<file path="src/rtl/pipe_ctrl_pkg.sv">
`default_nettype none
// ============================================================================
//  Module      : pipe_ctrl_pkg
//  Description : Shared constants for the pipeline stall/flush controller
//                (sequencer state encoding, register-address width).
//  Revision    : 1.0 - initial release
// ============================================================================
package pipe_ctrl_pkg;

  // Sequencer state encoding
  localparam logic [1:0] ST_RUN      = 2'd0;
  localparam logic [1:0] ST_MEM_WAIT = 2'd1;
  localparam logic [1:0] ST_ERROR    = 2'd2;

  // Register-file address width
  localparam int REG_AW = 5;

endpackage
`default_nettype wire

</file>
<file path="src/rtl/pipeline_hazard_ctrl_hazard_detect.sv">
`default_nettype none
// ============================================================================
//  Module      : hazard_detect
//  Description : Combinational load-use compare between the load in EX and
//                the source registers of the instruction in ID. Register 0
//                is hard-wired zero and never creates a dependency.
//  Revision    : 1.0 - initial release
// ============================================================================
module hazard_detect
  import pipe_ctrl_pkg::*;
(
  input  logic              idex_mem_read,
  input  logic [REG_AW-1:0] idex_rt,
  input  logic [REG_AW-1:0] ifid_rs,
  input  logic [REG_AW-1:0] ifid_rt,
  output logic              load_use
);

  // Load in EX writes a register the ID instruction is about to read
  always_comb begin
    load_use = idex_mem_read
             && (idex_rt != '0)
             && ((idex_rt == ifid_rs) || (idex_rt == ifid_rt));
  end

endmodule
`default_nettype wire

</file>
<file path="src/rtl/pipeline_hazard_ctrl.sv">
`default_nettype none
// ============================================================================
//  Module      : pipeline_hazard_ctrl
//  Description : Central stall/flush sequencer for the 5-stage pipeline.
//                Handles load-use bubbles, taken-branch flushes and the
//                request/acknowledge handshake with a multi-cycle data
//                memory, freezing the pipeline while an access is pending.
//                Counts frozen cycles and flags a stuck memory access.
//  Revision    : 1.0 - initial release
// ============================================================================
module pipeline_hazard_ctrl
  import pipe_ctrl_pkg::*;
#(
  parameter int MEM_TIMEOUT = 64,
  parameter int CNT_W       = 32
)(
  input  logic              clk_i,
  input  logic              rst_i,
  input  logic              idex_memRead_i,
  input  logic [REG_AW-1:0] idex_rt_i,
  input  logic [REG_AW-1:0] ifid_rs_i,
  input  logic [REG_AW-1:0] ifid_rt_i,
  input  logic              branch_taken_i,
  input  logic              exmem_memRead_i,
  input  logic              exmem_memWrite_i,
  input  logic              dmem_ack_i,
  output logic              pc_write_o,
  output logic              ifid_write_o,
  output logic              ifid_flush_o,
  output logic              idex_bubble_o,
  output logic              exmem_hold_o,
  output logic              memwb_bubble_o,
  output logic              dmem_req_o,
  output logic              err_o,
  output logic [CNT_W-1:0]  stall_cnt_o
);

  // Wide enough to hold MEM_TIMEOUT itself
  localparam int TO_W = $clog2(MEM_TIMEOUT + 1);
  localparam logic [TO_W-1:0] C_TO_LIMIT = TO_W'(MEM_TIMEOUT);

  logic [1:0]      r_state;
  logic [1:0]      w_state_nxt;
  logic [TO_W-1:0] r_to_cnt;
  logic [TO_W-1:0] w_to_cnt_nxt;
  logic [CNT_W-1:0] r_stall_cnt;
  logic            w_memop;
  logic            w_lu;
  logic            w_freeze;
  logic            w_req;

  assign w_memop = exmem_memRead_i | exmem_memWrite_i;

  hazard_detect u_hazard_detect (
    .idex_mem_read (idex_memRead_i),
    .idex_rt       (idex_rt_i),
    .ifid_rs       (ifid_rs_i),
    .ifid_rt       (ifid_rt_i),
    .load_use      (w_lu)
  );

  // Next-state, timeout counter and freeze decision for the memory handshake
  always_comb begin
    w_state_nxt  = r_state;
    w_to_cnt_nxt = r_to_cnt;
    w_freeze     = 1'b0;
    w_req        = 1'b0;
    case (r_state)
      ST_RUN: begin
        w_req = w_memop;
        // A same-cycle ack is a single-cycle hit: no freeze at all
        if (w_memop && !dmem_ack_i) begin
          w_freeze     = 1'b1;
          w_state_nxt  = ST_MEM_WAIT;
          w_to_cnt_nxt = TO_W'(1);
        end
      end
      ST_MEM_WAIT: begin
        w_req = 1'b1;
        // The ack cycle itself is not frozen; the access retires here
        if (dmem_ack_i) begin
          w_state_nxt = ST_RUN;
        end else begin
          w_freeze = 1'b1;
          if (r_to_cnt >= C_TO_LIMIT) begin
            w_state_nxt = ST_ERROR;
          end else begin
            w_to_cnt_nxt = r_to_cnt + TO_W'(1);
          end
        end
      end
      default: begin
        // ERROR (and any unused code) freezes until reset
        w_freeze    = 1'b1;
        w_state_nxt = ST_ERROR;
      end
    endcase
  end

  // Pipeline-register control: reset, then freeze, then load-use, then branch
  always_comb begin
    pc_write_o     = 1'b1;
    ifid_write_o   = 1'b1;
    ifid_flush_o   = 1'b0;
    idex_bubble_o  = 1'b0;
    exmem_hold_o   = 1'b0;
    memwb_bubble_o = 1'b0;
    dmem_req_o     = w_req;
    if (rst_i) begin
      pc_write_o     = 1'b0;
      ifid_write_o   = 1'b0;
      idex_bubble_o  = 1'b1;
      memwb_bubble_o = 1'b1;
      dmem_req_o     = 1'b0;
    end else if (w_freeze) begin
      // ID/EX holds implicitly because its enable follows ifid_write_o
      pc_write_o     = 1'b0;
      ifid_write_o   = 1'b0;
      exmem_hold_o   = 1'b1;
      memwb_bubble_o = 1'b1;
    end else if (w_lu) begin
      // Load-use beats a taken branch: branch operands are not ready yet
      pc_write_o    = 1'b0;
      ifid_write_o  = 1'b0;
      idex_bubble_o = 1'b1;
    end else if (branch_taken_i) begin
      ifid_flush_o = 1'b1;
    end
  end

  // Sequencer state and memory timeout counter
  always_ff @(posedge clk_i) begin
    if (rst_i) begin
      r_state  <= ST_RUN;
      r_to_cnt <= '0;
    end else begin
      r_state  <= w_state_nxt;
      r_to_cnt <= w_to_cnt_nxt;
    end
  end

  // Saturating count of cycles in which the PC did not advance
  always_ff @(posedge clk_i) begin
    if (rst_i) begin
      r_stall_cnt <= '0;
    end else if (!pc_write_o && (r_stall_cnt != '1)) begin
      r_stall_cnt <= r_stall_cnt + CNT_W'(1);
    end
  end

  assign err_o       = (r_state == ST_ERROR);
  assign stall_cnt_o = r_stall_cnt;

endmodule
`default_nettype wire

</file>
<file path="config.mk">
export PLATFORM = sky130hd
export DESIGN_NAME = pipeline_hazard_ctrl
export DESIGN_NICKNAME = d
export VERILOG_FILES = /design/src/rtl/pipe_ctrl_pkg.sv /design/src/rtl/pipeline_hazard_ctrl_hazard_detect.sv /design/src/rtl/pipeline_hazard_ctrl.sv
export SDC_FILE = /design/constraint.sdc
export NUM_CORES = 1
export LEC_CHECK = 0
export ABC_AREA = 1
export CAP_MARGIN = 20
export CORE_UTILIZATION = 51
export CTS_CLUSTER_DIAMETER = 150
export DETAILED_ROUTE_END_ITERATION = 8
export MAX_ROUTING_LAYER = met4
export PLACE_DENSITY_LB_ADDON = 0.05
export SYNTH_ARGS = -nofsm -noshare
export SYNTH_HDL_FRONTEND = slang
export SYNTH_HIERARCHICAL = 1
export SYNTH_SLANG_ARGS = --single-unit
</file>
<file path="constraint.sdc">
create_clock -name clk_i -period 2.2 [get_ports clk_i]
set_input_delay 0.44 -clock clk_i [delete_from_list [all_inputs] [get_ports clk_i]]
set_output_delay 0.44 -clock clk_i [all_outputs]
set_load 0.01 [all_outputs]
</file>
* Yosys cells after proc, flatten, opt, wreduce, memory -nomap -nowiden *
Cells that the tools add are included.

storage, ports and cells
  flip-flop bits (word level) = 41
  latch bits = 0
  bits in writable memories = 0
  bits in read-only memories = 0
  bits of input ports = 22
  output and inout port bits = 40
  logic and storage cells = 54
  memories = 0

cells by class
  add/subtract/negate cells = 2
  $mul = 0
  div/mod/pow operators = 0
  order comparisons = 1
  eq/ne operators = 9
  shift-type cells = 0
  mux-type cells = 26
  bitwise logic cells = 1
  reduce and logical (&&, ||, !) cells = 12

operators by type and width
  operator               count
  $add 32x1->32 const B  1
  $ne 32x32->1 const B   1
  $mux 7                 3
  $mux 1                 16
  $pmux 7 s2             1
  $eq 5x5->1             2
  $add 7x1->7 const B    1
  $ge 7x7->1 const B     1
  $mux 2                 3
  $ne 2x2->1 const B     3
  $reduce_bool 5->1      1
  $logic_and 1x1->1      4
  $pmux 1 s2             2
  $pmux 2 s2             1
  $reduce_and 4->1       1
  $ne 3x3->1 const B     1
  $eq 2x1->1 const B     1
  $eq 2x2->1 const B     1
  $logic_not 1->1        2
  $logic_not 2->1        1
  $reduce_and 2->1       1
  $reduce_bool 2->1      1
  $logic_or 1x1->1       1
  $or 1x1->1             1

* Longest topological paths before layout *
Gate-level depths: netlist of the first run.

  depth after elaboration = 8
  gate-level depth with buffers = 13

* By module *
Netlist of the first run, hierarchy kept.

by module, submodules not included
  module                times used  cells each  area each (µm²)  sequential area each (µm²)
  pipeline_hazard_ctrl  1           420         2611.3           820.8
  hazard_detect         1           45          195.2            0.0

* Least setup slack after synthesis of the first run *
Ideal clock, no wire load.

  path kind = input port to output port
  start point = input idex_rt_i[1]
  end point = output pc_write_o
  arrival = 1.644 ns
  required time = 1.760 ns
  path slack = 0.116 ns
  cell stages on the path = 9
  buffers on the path = 2
  path through = inv_1 nand4_1 o21ai_0 a21oi_2 inv_1 nand4_2 buf_2 inv_1 buf_4

on the way
  longest elaborated chain between the ends = 6
  elaborated cells between the ends (all ways) = 9

ends and longest elaborated chain
  element                                                line                                                                                RTL
  start: declaration                                     pipeline_hazard_ctrl.sv:20                                                          input logic [REG_AW-1:0] idex_rt_i,
  $eq 5x5->1 or $reduce_bool 5->1 (tied branches)        pipeline_hazard_ctrl_hazard_detect.sv:23, pipeline_hazard_ctrl_hazard_detect.sv:22
  $logic_or 1x1->1 or $logic_and 1x1->1 (tied branches)  pipeline_hazard_ctrl_hazard_detect.sv:23, pipeline_hazard_ctrl_hazard_detect.sv:22
  $logic_and 1x1->1 *                                    pipeline_hazard_ctrl_hazard_detect.sv:23                                            && ((idex_rt == ifid_rs) || (idex_rt == ifid_rt));
  net w_lu                                               pipeline_hazard_ctrl.sv:48                                                          logic w_lu;
  $mux 1 * (3 in a row)                                  n/a
  end: declaration                                       pipeline_hazard_ctrl.sv:27                                                          output logic pc_write_o,

Mark *: on every way through the listed nets, which the timed path passes. The rest lies on a longest branch.

* Worst setup path after layout of the first run *
  start point = input ifid_rs_i[4]
  end point = output idex_bubble_o

on the way
  longest elaborated chain between the ends = 6

ends and longest elaborated chain
  element             line                                      RTL
  start: declaration  pipeline_hazard_ctrl.sv:21                input logic [REG_AW-1:0] ifid_rs_i,
  $eq 5x5->1          pipeline_hazard_ctrl_hazard_detect.sv:23
  $logic_or 1x1->1    pipeline_hazard_ctrl_hazard_detect.sv:23
  $logic_and 1x1->1   pipeline_hazard_ctrl_hazard_detect.sv:23
  net w_lu            pipeline_hazard_ctrl.sv:48
  $mux 1              pipeline_hazard_ctrl.sv:121               end else if (w_lu) begin
  $mux 1              pipeline_hazard_ctrl.sv:115               end else if (w_freeze) begin
  $mux 1              pipeline_hazard_ctrl.sv:109               if (rst_i) begin
  end: declaration    pipeline_hazard_ctrl.sv:30                output logic idex_bubble_o,

The timed path passes the listed nets, and every way through them passes these cells.

==> metrics.txt, run 1 <==
skew final=0.009199 ns; RePlAce Congestion=0.9364; Yosys top cell by area=dfxtp_1; Sink Count=41; Antenna diodes=0; leakage power=0.001480 uW; wire per inst=12.30 um; maximum vdd drop=372.1 uV; crit path from=ifid_rs_i[4]; post-cts hold buffer count=0; hold path depth=2; Power Dens Cells=448.7 nW/um^2; Clock Path Buffers=2; Multi-input gate area=1715 sq um; Post-route DRC=0; die height=76.18 um; WL final=7.442 mm; Fin Hold WS=0.4732 ns; CTS root buf=clkbuf_8; # setup viols final=0; Die Wd=76.18 um; CTS Buf Count=5; Worst EP arrival=1.65 ns; vias=3,041; status=completed; pin count of the biggest net entering global routing=26; post-route ant nets=0; CTS tree=yes; post-placement cell count=597; H-tree depth reported by CTS=2; Reg clk slew, reported paths=0.09 ns; sw frac=25.49%; CP startpoint kind=input port; Max FO, Critical Path=2; total area of sequential cells=820.8 sq um; router iterations before antenna repair=4; Syn Nets=489; clk_lat worst skew=0.30 ns; Yosys warning total=6; P_int=1220 uW; DIE AREA=5803 sq um; Total GRT Usage=27.40%; met2 Usage GRT=46.36%; Slew @ Worst Pin=0.4106 ns; M3 GR Usage=5.629%; WS Path Type=in -> out; Req. time, crit path=1.76 ns; # port buffers=61; RSZ-0062 raised after global routing=false; max-cap violations=0; FMAX=0.4781 GHz; Layout Nets=558; grt met1 use=32.47%; FILL cells=485; Mapped Cells=465; Comb power frac=13.8%; vias in the first global route=2,733; Layout area overhead=30.00%; Synth area leaders=dfxtp_1 29%, nand2_1 23%, nor2_1 11%; NetSw=417.4 uW; Clk pwr share=39.7%; GRT overflow=0; share of cells above drive strength 1=11.03%; first-pass GRT wire length=12.36 mm; Final Core Density=70.10%; R2R cell count=11; beginning of the worst hold path=r_to_cnt[4]; Hold Fails Final Rpt=0; antenna violations before repair=0; post-synth top area share=29.25%; synth unique cells=28; num ports=62; cell area after layout=3649 sq um; sequential area share after synthesis=29.25%; placed cell area=3521 sq um; core footprint=5205 sq um; Crit Reg-Reg Startpoint=stall_cnt_o[1]; part of the cycle the worst path needs=95.08%; Period minus WS final=2.092 ns; Flop pwr share=46.5%; Layout Cells excl Fill=605; Yosys reg bits=41; DP HPWL=5.820 mm; Std-Cell Rows=26; Setup crit end kind=output port; Initial Utilization=53.92%; Mapped Avg Cell Area=6.035 sq um; relative slew slack=72.42%; Mapped Area=2806 sq um; setup TNS=0 ns; Hold WC Path Type=reg -> reg; initial DRC count=170; drt via density=5.026; GRT busiest layer=met2; final max-slew violation count=0
[layout by cell type (no fill, tap or decap), drive strengths merged]
| cell type | synthesis | layout |
|---|---|---|
| a21oi | 26 | 26 |
| a31oi | 1 | 1 |
| and3 | 1 | 1 |
| buf | 10 | 16 |
| bufinv | 0 | 1 |
| clkbuf | 1 | 6 |
| clkdlybuf4s50 | 0 | 40 |
| clkinvlp | 0 | 1 |
| dfxtp | 41 | 41 |
| dlygate4sd2 | 0 | 9 |
| dlymetal6s2s | 0 | 8 |
| ha | 2 | 2 |
| inv | 54 | 54 |
| nand2 | 173 | 173 |
| nand3 | 24 | 24 |
| nand4 | 13 | 13 |
| nor2 | 85 | 85 |
| nor3 | 9 | 9 |
| o21ai | 6 | 6 |
| xnor2 | 9 | 9 |
| xor2 | 10 | 10 |
[power by group through the flow]
| stage | Sequential, uW | Combinational (uW) | Clock (uW) |
|---|---|---|---|
| final | 762 | 226 | 650 |
| after global routing | 763 | 247 | 698 |
| after CTS | 762 | 225 | 661 |
| after detailed placement | 779 | 232 | 0 |
| after global placement | 779 | 226 | 0 |
| after floorplan | 782 | 123 | 0 |
[registers in the layout (all words and copies together), names as in the netlist]
name         flops
stall_cnt_o     32
r_to_cnt         7
r_state          2
[critical path, stage by stage]
cell             delay, ns
clkdlybuf4s50_1       0.48
xnor2_1               0.12
nand3_1               0.11
a21oi_2               0.16
inv_2                 0.07
o21ai_1               0.13
buf_2                 0.15
[synth_stat cells, drive strengths merged]
cell / n
a21oi: 26
xnor2: 9
inv: 54
nand2: 173
buf: 10
dfxtp: 41
o21ai: 6
nor2: 85
nand4: 13
ha: 2
clkbuf: 1
nand3: 24
and3: 1
nor3: 9
xor2: 10
a31oi: 1
[worst paths after layout]
path                                        end  slack (ns)
worst max-delay path              idex_bubble_o        0.11
worst min-delay path                r_to_cnt[4]        0.47
worst max register to register  stall_cnt_o[19]        0.37
worst min register to register      r_to_cnt[4]        0.47
[cell type report]
| cell class | instances | share of cell area, % |
|---|---|---|
| flip-flops and latches | 41 | 22.50 |
| multi-input cells | 359 | 47.02 |
| well taps | 70 | 2.401 |
| repair buffers | 73 | 19.24 |
| inverters | 54 | 5.556 |
| clock inverters | 2 | 1.029 |
| clock buffers | 6 | 2.263 |
[metrics by stage]
stage / setup slack (ns) / power, uW
global route: 0.008321 / 1708
CTS: 0.000005551 / 1648
detailed placement: -0.5264 / 1012
finish: 0.1082 / 1637
floorplan: 0.1162 / 904.7
global placement: -0.4797 / 1005
[layer usage]
metal  vias to the layer above  part of all wire (%)
met3                        13                   4.1
met5                         -                     0
met4                         0                   2.0
met1                      1371                    45
li1                       1577                     -
met2                        80                    49
[cells by family (layout without fill, tap and decap cells)]
| family | after synthesis | after routing | synth area share, % |
|---|---|---|---|
| XOR/XNOR | 19 | 19 | 5.930 |
| flip-flops | 41 | 41 | 29.25 |
| buffers and inverters | 65 | 135 | 10.30 |
| AO/OA/AOI/OAI | 33 | 33 | 7.802 |
| adder cells (fa/ha/maj) | 2 | 2 | 0.8915 |
| AND/OR/NAND/NOR | 305 | 305 | 45.83 |
[repair_timing]
item / in CTS / in global routing
pin swaps: 6 / 9
buffers inserted: 0 / 0
cloned: 0 / 0
endpoints found under the setup margin: 15 / 19
gates resized for setup: 30 / 13
(Power assumes the default switching activity.)
==> inputs of run 2 (changes only) <==
--- a/config.mk
+++ b/config.mk
@@ -7,11 +7,13 @@
 export LEC_CHECK = 0
 export ABC_AREA = 1
 export CAP_MARGIN = 20
+export CORE_ASPECT_RATIO = 1.75
 export CORE_UTILIZATION = 51
 export CTS_CLUSTER_DIAMETER = 150
 export DETAILED_ROUTE_END_ITERATION = 8
 export MAX_ROUTING_LAYER = met4
 export PLACE_DENSITY_LB_ADDON = 0.05
+export SKIP_LAST_GASP = 1
 export SYNTH_ARGS = -nofsm -noshare
 export SYNTH_HDL_FRONTEND = slang
 export SYNTH_HIERARCHICAL = 1
==> metrics.txt, run 2 (synthesis gave the netlist of run 1 again) <==
placed cell area=3523 sq um (was 3521 sq um); part of the cycle the worst path needs=95.03% (was 95.08%); Clock Path Buffers=2 (unchanged); Antenna diodes=0 (unchanged); CTS root buf=clkbuf_8 (unchanged); drt via density=4.995 (was 5.026); pin count of the biggest net entering global routing=27 (was 26); Std-Cell Rows=35 (was 26); maximum vdd drop=312.3 uV (was 372.1 uV); Setup crit end kind=output port (unchanged); Req. time, crit path=1.76 ns (about the same); router iterations before antenna repair=4 (unchanged); post-placement cell count=599 (was 597); Hold Fails Final Rpt=0 (unchanged); # setup viols final=0 (unchanged); DIE AREA=5815 sq um (was 5803 sq um); Fin Hold WS=0.4788 ns (was 0.4732 ns); Crit Reg-Reg Startpoint=stall_cnt_o[1] (unchanged); DP HPWL=5.790 mm (was 5.820 mm); Total Power=1502 uW (was 1637 uW); skew final=0.01408 ns (was 0.009199 ns); CTS tree=yes (unchanged); R2R cell count=11 (unchanged); num ports=62 (unchanged); cell area after layout=3621 sq um (was 3649 sq um); Max FO, Critical Path=3 (was 2); RePlAce Congestion=0.9321 (was 0.9364); commonest non-fill, non-tap cells in the layout=168 x nand2_1, 80 x nor2_1, 45 x inv_1, 41 x clkdlybuf4s50_1, 41 x dfxtp_1 (was 168 x nand2_1, 78 x nor2_1, 46 x inv_1, 41 x dfxtp_1, 40 x clkdlybuf4s50_1); first-pass GRT wire length=12.48 mm (was 12.36 mm); Slew @ Worst Pin=0.3844 ns (was 0.4106 ns); relative slew slack=74.18% (was 72.42%); Layout area overhead=29.02% (was 30.00%); GRT overflow=0 (unchanged); final max-slew violation count=0 (unchanged); Reg clk slew, reported paths=0.08 ns (was 0.09 ns); clk_lat worst skew=0.30 ns (about the same); CTS Buf Count=5 (unchanged); vias in the first global route=2,878 (was 2,733); wire per inst=12.27 um (was 12.30 um); Largest register FFs=32 (unchanged); leading cell type in the layout, fill and taps excluded=nand2_1 (unchanged); post-route ant nets=0 (unchanged); Post-route DRC=0 (unchanged); Reg-to-Reg End=stall_cnt_o[25] (was stall_cnt_o[19]); core footprint=5299 sq um (was 5205 sq um); FMAX=0.4783 GHz (was 0.4781 GHz); Hold WC Path Type=reg -> reg (unchanged); FILL cells=518 (was 485); Power Dens Cells=414.9 nW/um^2 (was 448.7 nW/um^2); Total GRT Usage=28.31% (was 27.40%); H-tree depth reported by CTS=2 (unchanged); initial DRC count=230 (was 170); leakage power=0.001450 uW (was 0.001480 uW); CP startpoint kind=input port (unchanged); R2R Setup Slk=0.31 ns (was 0.37 ns); Initial Utilization=52.96% (was 53.92%); antenna violations before repair=0 (unchanged); Sink Count=41 (unchanged); Die Wd=58.08 um (was 76.18 um); status=completed (unchanged); die height=100.1 um (was 76.18 um); pre-CTS setup slack=-0.5062 ns (was -0.5264 ns); CP Capture Point=pc_write_o (was idex_bubble_o); WS Path Type=in -> out (unchanged); WL final=7.447 mm (was 7.442 mm); max-cap violations=0 (unchanged); share of cells above drive strength 1=10.69% (was 11.03%); Setup WS post-layout=0.1094 ns (was 0.1082 ns); vias=3,032 (was 3,041); # port buffers=61 (unchanged); Period minus WS final=2.091 ns (was 2.092 ns); Layout Cells excl Fill=607 (was 605); crit path from=ifid_rs_i[4] (unchanged); Worst EP arrival=1.65 ns (about the same); Layout Nets=557 (was 558)
==> run 2: cell types whose count changed in the layout (fill, tap and decap cells not counted), moves of 2 or more <==
cell            delta
buf_4              -2
dlymetal6s2s_1     -2
nor2_1             +2
nor2_2             -2
==> run 2: what timing repair did <==
action | 4_1_cts | 5_1_grt
cloned | 0 | 0
hold buffers | 0 | 0
setup endpoints to repair | 10 | 32
pin swaps | 6 | 5
setup buffers | 1 | 0
resized for setup | 31 | 11
==> run 2: per-layer routing <==
layer	up-vias	global-route usage, %	routed length [um]
met5	-	-	0
met4	0	11.90	256
met3	17	3.222	195
met2	77	51.19	3997
met1	1366	30.36	2999
li1	1572	-	-
==> run 2: how the worst min path moves through the flow <==
stage | to | startpoint | slack, ns | cells after the start
after floorplan | r_to_cnt[4] | r_to_cnt[4] | 0.44 | 2
after global placement | r_to_cnt[4] | r_to_cnt[4] | 0.45 | 2
after detailed placement | r_state[1] | r_to_cnt[6] | 0.47 | 2
after CTS | r_state[1] | r_to_cnt[6] | 0.49 | 2
after global routing | r_to_cnt[6] | r_to_cnt[6] | 0.51 | 2
final | r_to_cnt[4] | r_to_cnt[4] | 0.48 | 2
==> run 2: report_power, final <==
group	internal, uW	leakage [uW]	switching (uW)
logic	101	0.00108	124
registers	751	0.000331	10.9
clock network	248	0.0000433	267
==> run 2: final cells by class <==
class,instances,area (sq um),share of cell area [%]
Multi-Input combinational cell,359,1714,47.34
Sequential cell,41,820.8,22.67
Timing Repair Buffer,72,700.7,19.35
Inverter,54,202.7,5.598
Tap cell,74,92.59,2.557
Clock buffer,6,82.58,2.281
Clock inverter,1,7.507,0.2073
==> run 2: stage by stage <==
| stage | TNS, ns | util [%] |
|---|---|---|
| floorplan | 0 | - |
| global placement | -8.820 | 66.49 |
| detailed placement | -10.15 | 66.49 |
| CTS | -0.09234 | 68.00 |
| global route | -0.009796 | 68.34 |
| finish | 0 | 68.34 |
==> run 2: critical path, cell delays in order <==
cell             delay, ns
clkdlybuf4s50_1       0.47
xnor2_1               0.12
nand3_1               0.11
a21oi_2               0.17
inv_2                 0.07
nand4_4               0.08
inv_1                 0.05
buf_2                 0.13
